File: src/rtl/db_ram_rd_ctrl_if.sv
// Bus bundle for the deblocking RAM read controller: RAM read port plus the
// valid/ready output stream. master = controller side, slave = RAM + consumer.
interface db_ram_rd_ctrl_if #(
  parameter int unsigned Word_Width = 128,
  parameter int unsigned Addr_Width = 8
);
  logic                  ram_cen_o;
  logic                  ram_oen_o;
  logic                  ram_wen_o;
  logic [Addr_Width-1:0] ram_addr_o;
  logic [Word_Width-1:0] ram_data_i;
  logic                  valid_o;
  logic                  ready_i;
  logic [Word_Width-1:0] data_o;

  modport master (
    output ram_cen_o, ram_oen_o, ram_wen_o, ram_addr_o,
    input  ram_data_i,
    output valid_o, data_o,
    input  ready_i
  );

  modport slave (
    input  ram_cen_o, ram_oen_o, ram_wen_o, ram_addr_o,
    output ram_data_i,
    input  valid_o, data_o,
    output ready_i
  );
endinterface

File: src/rtl/db_ram_rd_ctrl.sv
// Streams a wrapping range of RAM words to a valid/ready consumer, using a
// 2-entry buffer to hide the 1-cycle RAM read latency at full throughput.
module db_ram_rd_ctrl #(
  parameter int unsigned Word_Width = 128,
  parameter int unsigned Addr_Width = 8
) (
  input  logic                  clk,
  input  logic                  rstn,
  input  logic                  start_i,
  input  logic [Addr_Width-1:0] base_addr_i,
  input  logic [Addr_Width:0]   len_i,
  output logic                  busy_o,
  output logic                  done_o,
  db_ram_rd_ctrl_if.master      bus
);

  localparam int unsigned LenW = Addr_Width + 1;

  typedef enum logic [1:0] {StIdle, StRead, StDrain, StDone} state_e;

  state_e                state_q, state_d;
  logic [Addr_Width-1:0] base_q, base_d;
  logic [LenW-1:0]       len_q, len_d;
  logic [LenW-1:0]       issued_q, issued_d;
  logic [LenW-1:0]       popped_q, popped_d;
  logic                  inflight_q;
  logic [Word_Width-1:0] buf_q [2];
  logic [Word_Width-1:0] buf_d [2];
  logic                  wr_ptr_q, wr_ptr_d;
  logic                  rd_ptr_q, rd_ptr_d;
  logic [1:0]            buf_cnt_q, buf_cnt_d;

  logic       issue;
  logic       pop;
  logic       valid;
  logic [2:0] occ;

  assign valid = (buf_cnt_q != 2'd0);
  assign pop   = valid & bus.ready_i;
  // Words already owned (buffered + in flight) after this cycle's pop.
  assign occ   = {1'b0, buf_cnt_q} + {2'b00, inflight_q} - {2'b00, pop};
  assign issue = (state_q == StRead) && (issued_q != len_q) && (occ < 3'd2);

  always_comb begin
    state_d  = state_q;
    base_d   = base_q;
    len_d    = len_q;
    issued_d = issued_q + {{Addr_Width{1'b0}}, issue};
    popped_d = popped_q + {{Addr_Width{1'b0}}, pop};
    unique case (state_q)
      StIdle: begin
        if (start_i) begin
          base_d   = base_addr_i;
          len_d    = len_i;
          issued_d = '0;
          popped_d = '0;
          state_d  = (len_i == '0) ? StDone : StRead;
        end
      end
      StRead: begin
        if (issue && (issued_q + LenW'(1) == len_q)) state_d = StDrain;
      end
      StDrain: begin
        if (pop && (popped_q + LenW'(1) == len_q)) state_d = StDone;
      end
      StDone:  state_d = StIdle;
      default: state_d = StIdle;
    endcase
  end

  // RAM data lands the cycle after issue, so the in-flight flag is the push.
  always_comb begin
    buf_d     = buf_q;
    wr_ptr_d  = wr_ptr_q;
    rd_ptr_d  = rd_ptr_q;
    buf_cnt_d = buf_cnt_q + {1'b0, inflight_q} - {1'b0, pop};
    if (inflight_q) begin
      buf_d[wr_ptr_q] = bus.ram_data_i;
      wr_ptr_d        = ~wr_ptr_q;
    end
    if (pop) rd_ptr_d = ~rd_ptr_q;
  end

  always_ff @(posedge clk or negedge rstn) begin
    if (!rstn) begin
      state_q    <= StIdle;
      base_q     <= '0;
      len_q      <= '0;
      issued_q   <= '0;
      popped_q   <= '0;
      inflight_q <= 1'b0;
      buf_q[0]   <= '0;
      buf_q[1]   <= '0;
      wr_ptr_q   <= 1'b0;
      rd_ptr_q   <= 1'b0;
      buf_cnt_q  <= 2'd0;
    end else begin
      state_q    <= state_d;
      base_q     <= base_d;
      len_q      <= len_d;
      issued_q   <= issued_d;
      popped_q   <= popped_d;
      inflight_q <= issue;
      buf_q      <= buf_d;
      wr_ptr_q   <= wr_ptr_d;
      rd_ptr_q   <= rd_ptr_d;
      buf_cnt_q  <= buf_cnt_d;
    end
  end

  assign busy_o         = (state_q != StIdle);
  assign done_o         = (state_q == StDone);
  assign bus.ram_cen_o  = ~issue;
  assign bus.ram_oen_o  = ~issue;
  assign bus.ram_wen_o  = 1'b1;
  assign bus.ram_addr_o = base_q + issued_q[Addr_Width-1:0];
  assign bus.valid_o    = valid;
  assign bus.data_o     = buf_q[rd_ptr_q];

endmodule
File: src/flat_wrapper.sv
// flat-port wrapper written by rule: the top's interface ports become plain ports
module db_ram_rd_ctrl_flat 
#(
  parameter int unsigned Word_Width = 128,
  parameter int unsigned Addr_Width = 8
)
  (clk, rstn, start_i, base_addr_i, len_i, busy_o, done_o, bus_ram_cen_o, bus_ram_oen_o, bus_ram_wen_o, bus_ram_addr_o, bus_ram_data_i, bus_valid_o, bus_data_o, bus_ready_i);
  db_ram_rd_ctrl_if #(.Word_Width(Word_Width), .Addr_Width(Addr_Width)) bus_i ();
  input  logic clk;
  input  logic rstn;
  input  logic start_i;
  input  logic [Addr_Width-1:0] base_addr_i;
  input  logic [Addr_Width:0] len_i;
  output logic busy_o;
  output logic done_o;
  output wire logic [$bits(bus_i.ram_cen_o)-1:0] bus_ram_cen_o;
  output wire logic [$bits(bus_i.ram_oen_o)-1:0] bus_ram_oen_o;
  output wire logic [$bits(bus_i.ram_wen_o)-1:0] bus_ram_wen_o;
  output wire logic [$bits(bus_i.ram_addr_o)-1:0] bus_ram_addr_o;
  input wire logic [$bits(bus_i.ram_data_i)-1:0] bus_ram_data_i;
  output wire logic [$bits(bus_i.valid_o)-1:0] bus_valid_o;
  output wire logic [$bits(bus_i.data_o)-1:0] bus_data_o;
  input wire logic [$bits(bus_i.ready_i)-1:0] bus_ready_i;
  assign bus_ram_cen_o = bus_i.ram_cen_o;
  assign bus_ram_oen_o = bus_i.ram_oen_o;
  assign bus_ram_wen_o = bus_i.ram_wen_o;
  assign bus_ram_addr_o = bus_i.ram_addr_o;
  assign bus_i.ram_data_i = bus_ram_data_i;
  assign bus_valid_o = bus_i.valid_o;
  assign bus_data_o = bus_i.data_o;
  assign bus_i.ready_i = bus_ready_i;
  db_ram_rd_ctrl #(.Word_Width(Word_Width), .Addr_Width(Addr_Width)) u_core (.clk(clk), .rstn(rstn), .start_i(start_i), .base_addr_i(base_addr_i), .len_i(len_i), .busy_o(busy_o), .done_o(done_o), .bus(bus_i));
endmodule
File: config.mk
export PLATFORM = sky130hd
export DESIGN_NAME = db_ram_rd_ctrl_flat
export DESIGN_NICKNAME = d
export VERILOG_FILES = /design/src/rtl/db_ram_rd_ctrl_if.sv /design/src/rtl/db_ram_rd_ctrl.sv /design/src/flat_wrapper.sv
export SDC_FILE = /design/constraint.sdc
export NUM_CORES = 1
export LEC_CHECK = 0
export ABC_AREA = 1
export ABC_CLOCK_PERIOD_IN_PS = 5450
export CORE_AREA = 3 3 242 173
export CTS_CLUSTER_SIZE = 28
export DETAILED_ROUTE_END_ITERATION = 8
export DIE_AREA = 0 0 245 176
export DONT_BUFFER_PORTS = 1
export PLACE_DENSITY = 0.58
export REMOVE_ABC_BUFFERS = 1
export SKIP_CTS_REPAIR_TIMING = 1
export SYNTH_ARGS = -nofsm -noshare
export SYNTH_HDL_FRONTEND = slang
export SYNTH_SLANG_ARGS = --single-unit
File: constraint.sdc
create_clock -name clk -period 5.45 [get_ports clk]
set_input_delay 1.635 -clock clk [delete_from_list [all_inputs] [get_ports clk]]
set_output_delay 1.635 -clock clk [all_outputs]
set_load 0.01 [all_outputs]
## Yosys cells after proc, flatten, opt, wreduce, memory -nomap -nowiden

Cells that the tools add are included.

- Register bits after elaboration: 298

- Bitwise operators: 6
- Mux-type cells: 15
- Add/sub/neg operators: 9
- Order comparisons: 4
- Reductions and logical operators: 11
- Eq/ne operators: 9

Operators with widths:

| kind | count |
|---|---|
| 128-bit 2-to-1 mux | 4 |
| 256-bit bitwise mux | 1 |
| 128-bit demux with 1-bit select | 1 |
| 9-bit 2-to-1 mux | 4 |
| 9-bit by 1-bit adder with 9-bit output | 2 |
| 9-bit by 1-bit adder with 9-bit output, second input constant | 2 |
| 9-bit == test | 2 |
| 9-bit logical NOT | 1 |
| 9-bit inequality test | 1 |
| 8-bit adder | 1 |
| 2-bit 2-to-1 mux | 4 |
| 2-bit one-hot mux with 4 select lines | 1 |
| 1-bit logical AND | 5 |
| 2-bit == test, second input constant | 2 |
| 2-bit >= comparator, second input constant | 2 |
| 2-bit inequality test, second input constant | 2 |
| 1-bit NOT with 2-bit output | 2 |
| 2-bit nonzero test | 2 |
| 2-bit by 1-bit adder with 3-bit output | 1 |
| 3-bit by 2-bit less-than comparator with 1-bit output, second input constant | 1 |
| 1-bit NOT | 3 |
| 3-bit AND reduction | 1 |
| 3-bit by 1-bit subtractor with 3-bit output | 1 |
| 2-bit by 1-bit adder with 2-bit output | 1 |
| other kinds (7) | 7 |

## Longest topological paths before layout

- Depth in word-level cells: 8
- Gate-level depth with buffers: 18
- Gate-level depth less buffers: 18

## Worst setup path before layout

No wires, ideal clock.

- Kind: input to output
- Start: input bus_ready_i
- End: output bus_ram_oen_o
- Stages: 10
- Required time: 3,815 ps
- Data arrival time: 3,267 ps
- Setup slack: 548 ps
- Buffers on the path: 1
- Cell sequence: o21a_1 -> ha_1 -> inv_1 -> ha_1 -> inv_1 -> fa_1 -> o211ai_1 -> a21oi_1 -> nand2_1 -> buf_4

- Word-level cells in the longest chain between the ends: 5

RTL lines:

| what | line | source |
|---|---|---|
| start: declaration | flat_wrapper.sv:23 | `input wire logic [$bits(bus_i.ready_i)-1:0] bus_ready_i;` |
| 1-bit bitwise AND | db_ram_rd_ctrl.sv:39 | `assign pop = valid & bus.ready_i;` |
| 3-bit by 1-bit subtractor with 3-bit output | db_ram_rd_ctrl.sv:41 | `assign occ = {1'b0, buf_cnt_q} + {2'b00, inflight_q} - {2'b00, pop};` |
| 3-bit by 2-bit less-than comparator with 1-bit output | db_ram_rd_ctrl.sv:42 | `assign issue = (state_q == StRead) && (issued_q != len_q) && (occ < 3'd2);` |
| 1-bit logical AND | db_ram_rd_ctrl.sv:42 |  |
| 1-bit NOT | - |  |
| end: declaration | flat_wrapper.sv:17 | `output wire logic [$bits(bus_i.ram_oen_o)-1:0] bus_ram_oen_o;` |

No other way between the ends.

## Worst setup path in the final report

Ends and elaborated chain as after synthesis.

==> flow_metrics.env <==
export IMPL_ys_ff_latch=298
export IMPL_slew_headroom=0.358
export IMPL_vias=10700
export IMPL_die_area_um2=43100
export IMPL_synth_distinct_cells=32
export IMPL_portBuffers=0
export IMPL_worst_slew_pin_slew_ns=0.963
export IMPL_synth_main_ff_cell="dfrtp_1"
export IMPL_fin_crit_sh=0.900
export IMPL_drv_slew=0
export IMPL_cts_buffers=34
export IMPL_synth_mux_area_frac=0
export IMPL_clk_latency_ns=0.51
export IMPL_antenna_found_initial=0
export IMPL_critPathBufInv=2
export IMPL_hold_viol=0
export IMPL_start_util=0.348
export IMPL_r2r_slack_ns=1.90
export IMPL_critical_path_max_fanout=4
export IMPL_hold_path_class="reg -> reg"
export IMPL_synth_top_area_frac=0.541
export IMPL_p_per_area_nw_per_um2=624
export IMPL_synth_fa_ha_area_frac=0.0210
export IMPL_grt_setup_unrepaired="false"
export IMPL_finalInstanceArea_um2=15300
export IMPL_clkTransAtPathRegs_ns=0.05
export IMPL_die_h_um=176
export IMPL_placed_area_um2=14200
export IMPL_synth_area_leaders="dfrtp_1 (54%), nand2_1 (21%), o21ai_0 (9.2%), inv_1 (5.1%), clkbuf_1 (1.9%)"
export IMPL_drc=0
export IMPL_cp_cell_sequence="o21a_1, ha_1, inv_1, ha_1, inv_1, fa_1, o211ai_1, a21oi_1, nand2_1"
export IMPL_overflow=0
export IMPL_async_flop_share=1.00
export IMPL_yosys_area_top_type="dfrtp_1"
export IMPL_dr_first_iter_drc_count=1021
export IMPL_dp_cells=2218
export IMPL_setup_viol=0
export IMPL_cts_root_buf="clkbuf_16"
export IMPL_coreArea_um2=39600
export IMPL_required_ns=3.82
export IMPL_slowest_stage="fa_1"
export IMPL_fin_crit_ns=4.91
export IMPL_power_leakage_nw=8.11
export IMPL_fmax_ghz=0.204
export IMPL_routabilityCongestion=0.821
export IMPL_holdWs_ns=0.482
export IMPL_rows=61
export IMPL_synthCells=1767
export IMPL_fin_util=0.386
export IMPL_synth_simple_gate_area_frac=0.239
export IMPL_via_per_inst=4.69
export IMPL_wl_per_cell_um=15.6
export IMPL_dpl_hpwl_mm=23.0
export IMPL_diodes=0
export IMPL_most_common_layout_cells="nand2_1 (763), dfrtp_1 (297), o21ai_0 (253)"
export IMPL_fp_dieW_um=245
export IMPL_setup_slack_ns=0.544
export IMPL_ys_seq_area_frac=0.541
export IMPL_cp_top_family="adder cells"
export IMPL_ir_drop_mv=0.238
export IMPL_skew_ns=0.0135
export IMPL_io_pins=291
export IMPL_drt_wl_total_mm=35.6
export IMPL_ys_warn_count=0
export IMPL_ant_nets=0
export IMPL_firstDrtPassIters=5
export IMPL_total_power_mw=9.54
export IMPL_critical_path_class="in -> out"
export IMPL_syn_to_final_growth_pct=10.8
export IMPL_synth_xor_area_frac=0.0114
export IMPL_outcome="finished, final reports clean"
export IMPL_clkSinkCount=298
export IMPL_grt_pass1_vias=10000
export IMPL_cpPeakStageDelay_ns=0.50
export IMPL_tns_ns=0
export IMPL_track_usage=0.163
export IMPL_synthesis_area_um2=13800
export IMPL_drive_above_1_share=0.0431
export IMPL_cp_end_kind="primary output"
export IMPL_grt_max_degree=299
export IMPL_critPathLaunchType="input pin"
export IMPL_synth_top_family_by_area="simple AND/OR/NAND/NOR gates"
export IMPL_synth_edff_count=0
export IMPL_synth_compound_area_frac=0.109
export IMPL_layout_commonest_cell="nand2_1"
export IMPL_arrival_ns=3.27
export IMPL_cts_tree="done"
export IMPL_layout_cells_non_filler=2277
export IMPL_h_tree_depth=2
export IMPL_synth_avg_cell_area_um2=7.81
export IMPL_fin_nets=1890
export IMPL_post_place_ws_ns=0.529
export IMPL_grt_first_pass_wirelength_mm=56.6
export IMPL_cts_path_max_buffers=3
export IMPL_cap_viol_max_count=0
==> tightest hold or removal path, stage by stage (launching register included) <==
cell and delay [ns]:
dfrtp_1 0.34, nand2_1 0.05, o21ai_0 0.05
==> logic make-up after synthesis <==
logic type,after synthesis
buf+inv,281
other cells,1
fa+ha+maj,22
flops,298
xor+xnor,18
compound gates,298
simple gates,849
==> report_power, final <==
group          total (mW)  internal (mW)  switching [mW]  leakage [nW]
sequential           3.93           3.28           0.649          3.62
combinational        3.34           1.02            2.33          3.94
clock                2.26           1.36           0.906         0.546
total                9.54           5.66            3.88          8.11
==> synth_stat cells, types with 12 or more instances <==
library cell	count
nand2_1	764
dfrtp_1	298
o21ai_0	253
inv_1	186
clkbuf_1	71
nor2_1	34
nand3_1	24
o21ai_1	22
ha_1	20
a21oi_1	17
buf_2	12
xor2_1	12
==> routing by layer <==
metal | part of all wire | wire (um) | vias up | track usage
met5 | 0 | 0 | - | 0
met4 | 0.023 | 833 | 0 | 0.0450
met3 | 0.071 | 2510 | 55 | 0.0407
met2 | 0.42 | 15000 | 332 | 0.234
met1 | 0.48 | 17200 | 4957 | 0.243
li1 | - | - | 5345 | -
==> state kept, by name, summed over array words and instances, names as in the netlist <==
signal	flops
u_core.state_q	2
u_core.base_q	8
u_core.buf_q	256
u_core.issued_q	9
u_core.len_q	9
u_core.popped_q	9
u_core.buf_cnt_q	2
u_core.rd_ptr_q	1
u_core.inflight_q	1
u_core.wr_ptr_q	1
==> final timing paths <==
path / cells past startpoint / end / start
worst max-delay path: 9 / bus_ram_oen_o / bus_ready_i
worst min-delay path: 2 / u_core.buf_q[195]$_DFFE_PN0P_ / u_core.buf_q[195]$_DFFE_PN0P_
worst max register to register: 18 / u_core.issued_q[8]$_DFF_PN0_ / u_core.buf_cnt_q[1]$_DFF_PN0_
worst min register to register: 2 / u_core.buf_q[195]$_DFFE_PN0P_ / u_core.buf_q[195]$_DFFE_PN0P_
max in group asynchronous: 0 / u_core.buf_q[210]$_DFFE_PN0P_ / rstn
min in group asynchronous: 0 / u_core.buf_q[251]$_DFFE_PN0P_ / rstn
==> cell type report <==
type | count | area [um^2]
Sequential cell | 298 | 7460
Clock inverter | 9 | 114
Timing Repair Buffer | 9 | 80.1
Fill cell | 3997 | 24300
Tap cell | 535 | 669
Inverter | 188 | 708
Multi-Input combinational cell | 1188 | 5260
Clock buffer | 50 | 991
No activity file was read; power rests on OpenSTA's default activity.
